### src/rtl/load_store_unit.sv
//------------------------------------------------------------------------------
// Module   : load_store_unit
// Purpose  : One-at-a-time load/store controller in front of a word-addressed
//            memory; RMW for sub-word stores, extended load data to writeback.
// Revision : 1.0  initial release
//------------------------------------------------------------------------------
`default_nettype none

module load_store_unit #(
  parameter int NUM_WORDS = 32
) (
  input  logic        clk,
  input  logic        rst,
  input  logic        req_valid,
  output logic        req_ready,
  input  logic        req_store,
  input  logic [2:0]  req_funct3,
  input  logic [31:0] req_addr,
  input  logic [31:0] req_wdata,
  output logic        mem_read,
  output logic        mem_wr,
  output logic [31:0] mem_addr,
  output logic [31:0] mem_wdata,
  input  logic [31:0] mem_rdata,
  output logic        resp_valid,
  output logic        resp_fault,
  output logic [31:0] resp_data
);

  localparam logic [29:0] WORD_LIMIT = 30'(NUM_WORDS);

  typedef enum logic [2:0] {
    IDLE  = 3'd0,
    READ  = 3'd1,
    WAIT  = 3'd2,
    WRITE = 3'd3,
    RESP  = 3'd4
  } state_e;

  state_e      state_q, state_d;
  logic        store_q, store_d;
  logic [2:0]  funct3_q, funct3_d;
  logic [31:0] addr_q, addr_d;
  logic [31:0] wdata_q, wdata_d;
  logic [31:0] mem_wdata_q, mem_wdata_d;
  logic [31:0] resp_data_q, resp_data_d;
  logic        resp_fault_q, resp_fault_d;

  logic        illegal_w, misalign_w, range_w, fault_w;
  logic [4:0]  shamt_w;
  logic [31:0] shifted_w, load_ext_w, lane_mask_w, merged_w;

  // Request screening is done on the live inputs so a fault costs no memory cycle.
  always_comb begin
    illegal_w  = (req_funct3 == 3'b011) || (req_funct3[2:1] == 2'b11) ||
                 (req_store && req_funct3[2]);
    misalign_w = ((req_funct3[1:0] == 2'b01) && req_addr[0]) ||
                 ((req_funct3 == 3'b010) && (req_addr[1:0] != 2'b00));
    range_w    = (req_addr[31:2] >= WORD_LIMIT);
    fault_w    = illegal_w || misalign_w || range_w;
  end

  always_comb begin
    shamt_w     = {addr_q[1:0], 3'b000};
    shifted_w   = mem_rdata >> shamt_w;
    lane_mask_w = (funct3_q[0] ? 32'h0000_FFFF : 32'h0000_00FF) << shamt_w;
    merged_w    = (mem_rdata & ~lane_mask_w) | ((wdata_q << shamt_w) & lane_mask_w);
    case (funct3_q)
      3'b000:  load_ext_w = {{24{shifted_w[7]}}, shifted_w[7:0]};
      3'b001:  load_ext_w = {{16{shifted_w[15]}}, shifted_w[15:0]};
      3'b100:  load_ext_w = {24'h0, shifted_w[7:0]};
      3'b101:  load_ext_w = {16'h0, shifted_w[15:0]};
      default: load_ext_w = mem_rdata;
    endcase
  end

  always_comb begin
    state_d      = state_q;
    store_d      = store_q;
    funct3_d     = funct3_q;
    addr_d       = addr_q;
    wdata_d      = wdata_q;
    mem_wdata_d  = mem_wdata_q;
    resp_data_d  = resp_data_q;
    resp_fault_d = resp_fault_q;
    case (state_q)
      IDLE: begin
        if (req_valid) begin
          store_d      = req_store;
          funct3_d     = req_funct3;
          addr_d       = req_addr;
          wdata_d      = req_wdata;
          resp_data_d  = 32'h0;
          resp_fault_d = 1'b0;
          if (fault_w) begin
            resp_fault_d = 1'b1;
            state_d      = RESP;
          end else if (req_store && (req_funct3 == 3'b010)) begin
            mem_wdata_d = req_wdata;
            state_d     = WRITE;
          end else begin
            state_d = READ;
          end
        end
      end
      READ:  state_d = WAIT;
      WAIT: begin
        if (store_q) begin
          mem_wdata_d = merged_w;
          state_d     = WRITE;
        end else begin
          resp_data_d = load_ext_w;
          state_d     = RESP;
        end
      end
      WRITE:   state_d = RESP;
      RESP:    state_d = IDLE;
      default: state_d = IDLE;
    endcase
  end

  always_ff @(posedge clk) begin
    if (rst) begin
      state_q      <= IDLE;
      store_q      <= 1'b0;
      funct3_q     <= 3'b000;
      addr_q       <= 32'h0;
      wdata_q      <= 32'h0;
      mem_wdata_q  <= 32'h0;
      resp_data_q  <= 32'h0;
      resp_fault_q <= 1'b0;
    end else begin
      state_q      <= state_d;
      store_q      <= store_d;
      funct3_q     <= funct3_d;
      addr_q       <= addr_d;
      wdata_q      <= wdata_d;
      mem_wdata_q  <= mem_wdata_d;
      resp_data_q  <= resp_data_d;
      resp_fault_q <= resp_fault_d;
    end
  end

  // Strobes are gated by rst so a reset landing mid-RMW never commits a write.
  always_comb begin
    req_ready  = (state_q == IDLE) && !rst;
    mem_read   = (state_q == READ) && !rst;
    mem_wr     = (state_q == WRITE) && !rst;
    mem_addr   = {2'b00, addr_q[31:2]};
    mem_wdata  = mem_wdata_q;
    resp_valid = (state_q == RESP);
    resp_fault = resp_fault_q && (state_q == RESP);
    resp_data  = resp_data_q;
  end

endmodule

`default_nettype wire

### config.mk
export PLATFORM = sky130hd
export DESIGN_NAME = load_store_unit
export DESIGN_NICKNAME = d
export VERILOG_FILES = /design/src/rtl/load_store_unit.sv
export SDC_FILE = /design/constraint.sdc
export NUM_CORES = 1
export LEC_CHECK = 0
export CAP_MARGIN = 10
export CELL_PAD_IN_SITES_DETAIL_PLACEMENT = 2
export CELL_PAD_IN_SITES_GLOBAL_PLACEMENT = 2
export CORE_MARGIN = 10
export CORE_UTILIZATION = 38
export CTS_CLUSTER_DIAMETER = 30
export DETAILED_ROUTE_END_ITERATION = 8
export DONT_BUFFER_PORTS = 1
export HOLD_SLACK_MARGIN = 0.08
export PLACE_DENSITY = 0.84
export SLEW_MARGIN = 40
export SYNTH_ARGS = -nofsm -noshare
export SYNTH_HDL_FRONTEND = slang
export SYNTH_SLANG_ARGS = --single-unit
### constraint.sdc
create_clock -name clk -period 4.6 [get_ports clk]
set_input_delay 0.92 -clock clk [delete_from_list [all_inputs] [get_ports clk]]
set_output_delay 0.92 -clock clk [all_outputs]
set_load 0.01 [all_outputs]
; After elaboration in Yosys (flattened, before gate mapping)
; Cells that the tools add are included.
; Widths: inputs -> output; s select.
[word_totals]
ff_bits = 136
input_bits = 103
out_inout_bits = 101
word_cells = 69
[op_classes]
n_lt_le_gt_ge = 1
n_eq_ne = 16
n_shift = 3
mux = 16
bitwise = 4
reduce_logical = 21
[op_table]
columns = operator, n
row1 = $mux 32, 6
row2 = $pmux 32 s2, 2
row3 = $pmux 32 s4, 1
row4 = $and 32x32->32, 2
row5 = $not 32->32, 1
row6 = $or 32x32->32, 1
row7 = $shl 16x5->32, 1
row8 = $shl 32x5->32, 1
row9 = $shr 32x5->16, 1
row10 = $ge 30x6->1 const B, 1
row11 = $mux 16, 1
row12 = $eq 3x2->1 const B, 4
row13 = $pmux 3 s4, 1
row14 = $ne 2x2->1 const B, 5
row15 = $eq 3x3->1 const B, 3
row16 = $mux 3, 3
row17 = $logic_and 1x1->1, 8
row18 = $eq 3x1->1 const B, 2
row19 = $logic_not 3->1, 2
row20 = $logic_or 1x1->1, 5
row21 = $reduce_and 5->1, 1
row22 = $reduce_bool 2->1, 2
row23 = $reduce_and 3->1, 1
row24 = $eq 2x1->1 const B, 1
row25 = other kinds (5), 5

; Logic depth before layout (Yosys ltp)
; Gate-level depths: netlist (run 1).
[logic_depth]
depth_word = 8
ltp_mapped = 8
ltp_nobuf = 5

; Worst setup path after synthesis (run 1)
; Ideal clock, no wire load.
[synth_timing]
path_type = input port to output port
start = input rst
end = output req_ready
t_arrival_ns = 1.839
required_ns = 3.680
path_slack_ns = 1.841
stages = 4
path_buffers = 3
path_cell_list = clkbuf_1 -> clkbuf_1 -> buf_1 -> nor4_1
[synth_between]
elab_chain_len = 2
[synth_rtl]
columns = element, line
row1 = from (decl), 13  ; input logic rst,
row2 = $logic_not 1->1, 146  ; req_ready = (state_q == IDLE) && !rst;
row3 = $logic_and 1x1->1, 146
row4 = to (decl), 15  ; output logic req_ready,
; No other way between the ends.

; Worst setup path after layout (run 1)
[layout_timing]
start = register state_q[0]
end = register mem_wdata_q[11] (netlist: mem_wdata[11])
[layout_between]
elab_chain_len = 3
word_cells_on_any_way = 9
cone_classes = eq/ne: 5 / mux: 1 / reduce/logical: 3
[layout_rtl]
columns = element, line
row1 = from (decl), 40  ; state_e state_q, state_d;
row2 = from (signal assigned), 133  ; state_q <= state_d;
row3 = $eq 3x2->1 / $logic_not 3->1 (equally long branches), 86  ; case (state_q)
row4 = $ne 2x2->1 (no line) / $reduce_bool 2->1 (equally long branches), n/a
row5 = $reduce_and 5->1 (no line), n/a
row6 = to (signal assigned), 138  ; mem_wdata_q <= mem_wdata_d;
row7 = to (decl), 45  ; logic [31:0] mem_wdata_q, mem_wdata_d;
; Parallel ways exist; a longest one is shown, timed or not.
; A chain may end at the register's enable or synchronous reset.

==> qor.yml, run 1 <==
clock.fmax_mhz: 353
final_cell_mix: "nand2_1, dfxtp_1, a21oi_1, o21ai_0, o211ai_1"
utilization: 0.417
synth_top_area_frac: 0.390
htree_levels: 4
die_h_um: 147
crit_required_ns: 4.90
areaGrowthSynthToFinish_pct: 7.51
tightest_slew_ns: 0.847
yosysSeqAreaShare: 0.390
antenna_left: 0
cts_sinks: 120
fp.dieW_um: 147
grt.total_usage: 0.224
reg2regPathDepth: 5
finalWirelength_mm: 25.0
rows: 46
wire_per_inst_um: 26.8
via_per_inst: 6.08
worstPathMaxFanout: 32
rsz0062_at_grt: "false"
startpoint_type: "register"
fin_ws_ns: 1.77
place.gp.congestion: 0.875
antenna_found_initial: 0
final_max_slew_viol_count: 0
rrSetupSlack_ns: 1.77
worstPathArrival_ns: 3.13
place_hpwl_mm: 18.0
synth_edf_count: 0
r2r_end: "mem_wdata[11]$_SDFFE_PP0P_"
yosys_most_used_dff: "dfxtp_1"
final_cell_count_no_fill: 932
path_class: "reg2reg"
cts_buffer_depth: 2
cts_tree: "done"
dp.cells: 901
core_sq_mm: 0.0159
synth.distinct_cells: 58
cts_root_buf: "clkbuf_16"
setup_violations: 0
min_period_ns: 2.83
clock_latency_ns: 0.42
hold_buffers: 0
hold_path.class: "reg2reg"
clk_pin_slew_ns: 0.06
vias: 5671
syn-cell-area_sq_mm: 0.00616
num_io_pins: 204
min_period_over_period: 0.615
port_buffers: 0
postCtsSetupRepairBufs: 0
p_leak_nw: 2.42
numCtsBuffers: 17
grt_start_max_net_pins: 100
yosysWarnings: 0
fillers: 1799
synth_top_area_cell: "dfxtp_1"
worstHoldStart: "wdata_q[14]$_SDFFE_PP0P_"
async_flop_share: 0
cp-end-kind: "register"
drc: 0
grt_pass1_wl_mm: 38.1
layout-drive-gt1-share: 0.0712
final-hold-violation-count: 0
pre_cts_ws_ns: 1.21
post_dp_cell_area_sq_mm: 0.00597
ctsResizeCount: 0
irDropWorstVdd_v: 0.000253
drtIter0Drc: 406
initial_core_util: 0.388
reg2reg_from: "state_q[0]$_SDFFE_PP0P_"
layout_commonest_cell: "nand2_1"
fin_setup_tns_ns: 0
die-area_sq_mm: 0.0217
syn-instance-count: 782
diodes: 0
overflow: 0
min_to: "wdata_q[14]$_SDFFE_PP0P_"
syn_area_per_cell_sq_um: 7.88
status: "complete, no violations"
slew_headroom: 0.435
whs_path_depth: 2
layout.nets: 807
yosys-top-cells-area: "dfxtp_1, nand2_1, a21oi_1, buf_4, mux2i_1"
cap_violations: 0
cp-startpoint: "state_q[0]$_SDFFE_PP0P_"
drt_pass1_iterations: 4
finalInstanceArea_sq_mm: 0.00662
yosys_register_bits: 120
finalClockSkew_ns: 0.0102
first_global_vias: 6053
power_density_mw_per_mm2: 427
-- Yosys cell counts, drive strengths merged, types with 2 or more instances --
cell type,instances
a211oi,3
a21oi,78
a221o,6
a22o,6
a2bb2oi,7
a31o,8
a31oi,7
and2,2
and4,8
buf,57
clkbuf,46
dfxtp,120
inv,4
mux2,17
mux2i,18
nand2,189
nand2b,10
nand3,10
nor2,23
nor2b,19
nor3,13
nor3b,2
nor4,9
o211ai,23
o21ai,42
o221ai,15
o2bb2ai,18
o31ai,2
-- flip-flops by register name (all words and copies together) (netlist names) --
signal,cells
addr_q,32
mem_wdata,32
resp_data,32
wdata_q,16
funct3_q,3
state_q,3
resp_fault_q,1
store_q,1
-- logic make-up after synthesis --
family / synth area share
buffers and inverters: 0.0879
DFF: 0.390
xor gates and xnor gates: 0.00142
other: 0.000609
and+or+nand+nor: 0.218
muxes: 0.0640
AOI/OAI and AO/OA: 0.239
-- per-stage QoR --
step                      power [mW]  hold slack (ns)
after detailed placement        1.35            0.471
after floorplan                 1.32            0.437
after CTS                       2.84            0.478
after global placement          1.33            0.458
final                           2.83            0.489
after global routing            2.94            0.502
-- metal layers --
metal | track usage | wire (um) | up-vias
li1 | - | - | 2572
met1 | 0.246 | 9660 | 2878
met2 | 0.378 | 12400 | 187
met3 | 0.0992 | 2460 | 34
met4 | 0.0699 | 472 | 0
met5 | 0 | 0 | -
-- power breakdown --
group | total, mW | switching [mW] | internal, mW
combinational | 0.213 | 0.145 | 0.0683
clock | 1.49 | 0.494 | 1.00
sequential | 1.12 | 0.0486 | 1.07
total | 2.83 | 0.687 | 2.14
-- worst max-delay path, stage by stage, from the launching register on --
cell and delay (ns):
dfxtp_1 0.60, or3b_2 0.65, nand3_1 0.24, o21ai_2 0.37, nand2_4 0.37, mux2_1 0.46
-- cell type report --
class / instances / area [sq um] / area share
multi-input cells: 556 / 3250 / 0.491
flip-flops and latches: 120 / 2400 / 0.363
well taps: 216 / 270 / 0.0408
inverters: 4 / 15.0 / 0.00227
clock buffers: 23 / 478 / 0.0722
clock inverters: 8 / 168 / 0.0253
repair buffers: 5 / 37.5 / 0.00567
-- worst max-delay path by stage --
stage,to,slack (ns),cells after the start
6_report,mem_wdata[11]$_SDFFE_PP0P_,1.77,5
5_1_grt,mem_wdata[11]$_SDFFE_PP0P_,1.60,5
4_1_cts,mem_wdata[11]$_SDFFE_PP0P_,1.61,5
3_5_place_dp,mem_wdata[11]$_SDFFE_PP0P_,1.21,5
3_3_place_gp,mem_wdata[26]$_SDFFE_PP0P_,1.42,5
2_1_floorplan,req_ready,1.84,4
No activity file was read; power rests on OpenSTA's default activity.
==> run 2: changes to the inputs <==
--- a/config.mk
+++ b/config.mk
@@ -9,12 +9,12 @@
 export CELL_PAD_IN_SITES_DETAIL_PLACEMENT = 2
 export CELL_PAD_IN_SITES_GLOBAL_PLACEMENT = 2
 export CORE_MARGIN = 10
-export CORE_UTILIZATION = 38
+export CORE_UTILIZATION = 35
 export CTS_CLUSTER_DIAMETER = 30
 export DETAILED_ROUTE_END_ITERATION = 8
 export DONT_BUFFER_PORTS = 1
 export HOLD_SLACK_MARGIN = 0.08
-export PLACE_DENSITY = 0.84
+export PLACE_DENSITY = 0.78
 export SLEW_MARGIN = 40
 export SYNTH_ARGS = -nofsm -noshare
 export SYNTH_HDL_FRONTEND = slang
==> constraint.sdc (replaced) <==
create_clock -name clk -period 2.7 [get_ports clk]
set_input_delay 0.54 -clock clk [delete_from_list [all_inputs] [get_ports clk]]
set_output_delay 0.54 -clock clk [all_outputs]
set_load 0.01 [all_outputs]
==> qor.yml, run 2 (synthesized netlist as in run 1, its figures left out) <==
cts_tree: "done"
grt_start_max_net_pins: 100
grt_pass1_wl_mm: 37.7
finalWirelength_mm: 24.8
cts_sinks: 120
fin_setup_tns_ns: 0
utilization: 0.385
cp-endpoint: "resp_data[10]$_SDFFE_PP0P_"
r2r_end: "resp_data[10]$_SDFFE_PP0P_"
antenna_found_initial: 2
overflow: 0
reg2regPathDepth: 6
clk_pin_slew_ns: 0.06
cts_buffer_depth: 2
layout_commonest_cell: "nand2_1"
num_io_pins: 204
cp-startpoint: "addr_q[0]$_SDFFE_PP0P_"
place_hpwl_mm: 18.7
first_global_vias: 6023
worstPathArrival_ns: 2.76
core_sq_mm: 0.0173
fin_ws_ns: 0.303
final_cell_mix: "nand2_1, dfxtp_1, a21oi_1, o21ai_0, o211ai_1"
via_per_inst: 5.87
vias: 5626
hold_path.class: "in2reg"
post_dp_cell_area_sq_mm: 0.00607
p_sw_mw: 1.24
reg2reg_from: "addr_q[0]$_SDFFE_PP0P_"
rrSetupSlack_ns: 0.30
p_sw_frac: 0.272
worstPathMaxFanout: 19
hold_buffers: 0
rows: 48
numCtsBuffers: 17
areaGrowthSynthToFinish_pct: 8.20
cts_root_buf: "clkbuf_16"
cap_violations: 0
layout-drive-gt1-share: 0.0876
power.share.combinational: 0.081
clock_power_share: 0.503
irDropWorstVdd_v: 0.000454
slew_headroom: 0.462
fp.dieW_um: 153
pre_cts_ws_ns: 0.208
startpoint_type: "register"
cp-end-kind: "register"
power_frac_seq: 0.416
ctsResizeCount: 0
status: "complete, no violations"
path_class: "reg2reg"
tightest_slew_ns: 0.806
setup_violations: 0
die_h_um: 153
finalInstanceArea_sq_mm: 0.00667
htree_levels: 4
min_period_ns: 2.40
grt.total_usage: 0.205
p_int_mw: 3.32
drt_pass1_iterations: 4
layout.nets: 821
drtIter0Drc: 300
initial_core_util: 0.356
die-area_sq_mm: 0.0233
power_density_mw_per_mm2: 685
p_leak_nw: 2.44
crit_required_ns: 3.07
clock.fmax_mhz: 417
final-hold-violation-count: 0
wire_per_inst_um: 25.8
antenna_left: 0
drc: 0
rsz0062_at_grt: "false"
place.gp.congestion: 0.898
finalClockSkew_ns: 0.0107
min_period_over_period: 0.888
postCtsSetupRepairBufs: 0
final_max_slew_viol_count: 0
port_buffers: 0
clock_latency_ns: 0.43
run 2: cell types whose count changed in the layout (fill, tap and decap cells not counted), moves of 2 or more:
cell / before / now
buf_4: 5 / 19
inv_6: 0 / 6
bufinv_16: 5 / 2
clkbuf_1: 3 / 0
clkbuf_8: 3 / 0
clkinv_4: 0 / 3
dfxtp_1: 118 / 120
dfxtp_2: 2 / 0
diode_2: 0 / 2
nand2_2: 0 / 2
nand2_4: 2 / 0
run 2: worst max-delay path, stage by stage (launching register included):
cell and delay, ns:
dfxtp_1 0.84, buf_4 0.35, nor2b_1 0.46, a2bb2oi_1 0.13, o21ai_0 0.20, a22o_1 0.20
a221o_1 0.14
run 2: cell type report:
type | instances | area [sq um]
Clock buffer | 17 | 425
Sequential cell | 120 | 2400
Multi-Input combinational cell | 556 | 3230
Clock inverter | 15 | 164
Fill cell | 1975 | 10600
Inverter | 4 | 15.0
Antenna cell | 2 | 5.00
Tap cell | 225 | 282
Timing Repair Buffer | 19 | 143
run 2: per-layer routing:
metal  GRT usage  up-vias  wire [um]  part of all wire
met5           0        -          0                 0
met4      0.0677        0        521             0.021
met3       0.103       27       2670              0.11
met2       0.338      177      11900              0.48
met1       0.224     2816       9640              0.39
li1            -     2606          -                 -
run 2: stage by stage:
step / hold slack, ns / total power [mW] / cells
2_1_floorplan: 0.437 / 2.25 / 783
3_3_place_gp: 0.462 / 2.28 / 924
3_5_place_dp: 0.471 / 2.31 / 924
4_1_cts: 0.173 / 4.61 / 956
5_1_grt: 0.170 / 4.76 / 958
6_report: 0.197 / 4.57 / 958
run 2: worst min path at each step:
| stage | startpoint | end | slack (ns) | cells past startpoint |
|---|---|---|---|---|
| floorplan | addr_q[10]$_SDFFE_PP0P_ | addr_q[10]$_SDFFE_PP0P_ | 0.44 | 2 |
| global placement | wdata_q[11]$_SDFFE_PP0P_ | wdata_q[11]$_SDFFE_PP0P_ | 0.46 | 2 |
| detailed placement | wdata_q[15]$_SDFFE_PP0P_ | wdata_q[15]$_SDFFE_PP0P_ | 0.47 | 2 |
| CTS | rst | addr_q[5]$_SDFFE_PP0P_ | 0.17 | 1 |
| global route | rst | wdata_q[11]$_SDFFE_PP0P_ | 0.17 | 1 |
| finish | rst | wdata_q[14]$_SDFFE_PP0P_ | 0.20 | 1 |
run 2: power by group through the flow:
| stage | logic, mW | clock network [mW] | registers, mW |
|---|---|---|---|
| 2_1_floorplan | 0.363 | 0 | 1.88 |
| 3_5_place_dp | 0.366 | 0 | 1.94 |
| 3_3_place_gp | 0.341 | 0 | 1.94 |
| 4_1_cts | 0.372 | 2.34 | 1.90 |
| 6_report | 0.369 | 2.30 | 1.90 |
| 5_1_grt | 0.415 | 2.44 | 1.91 |
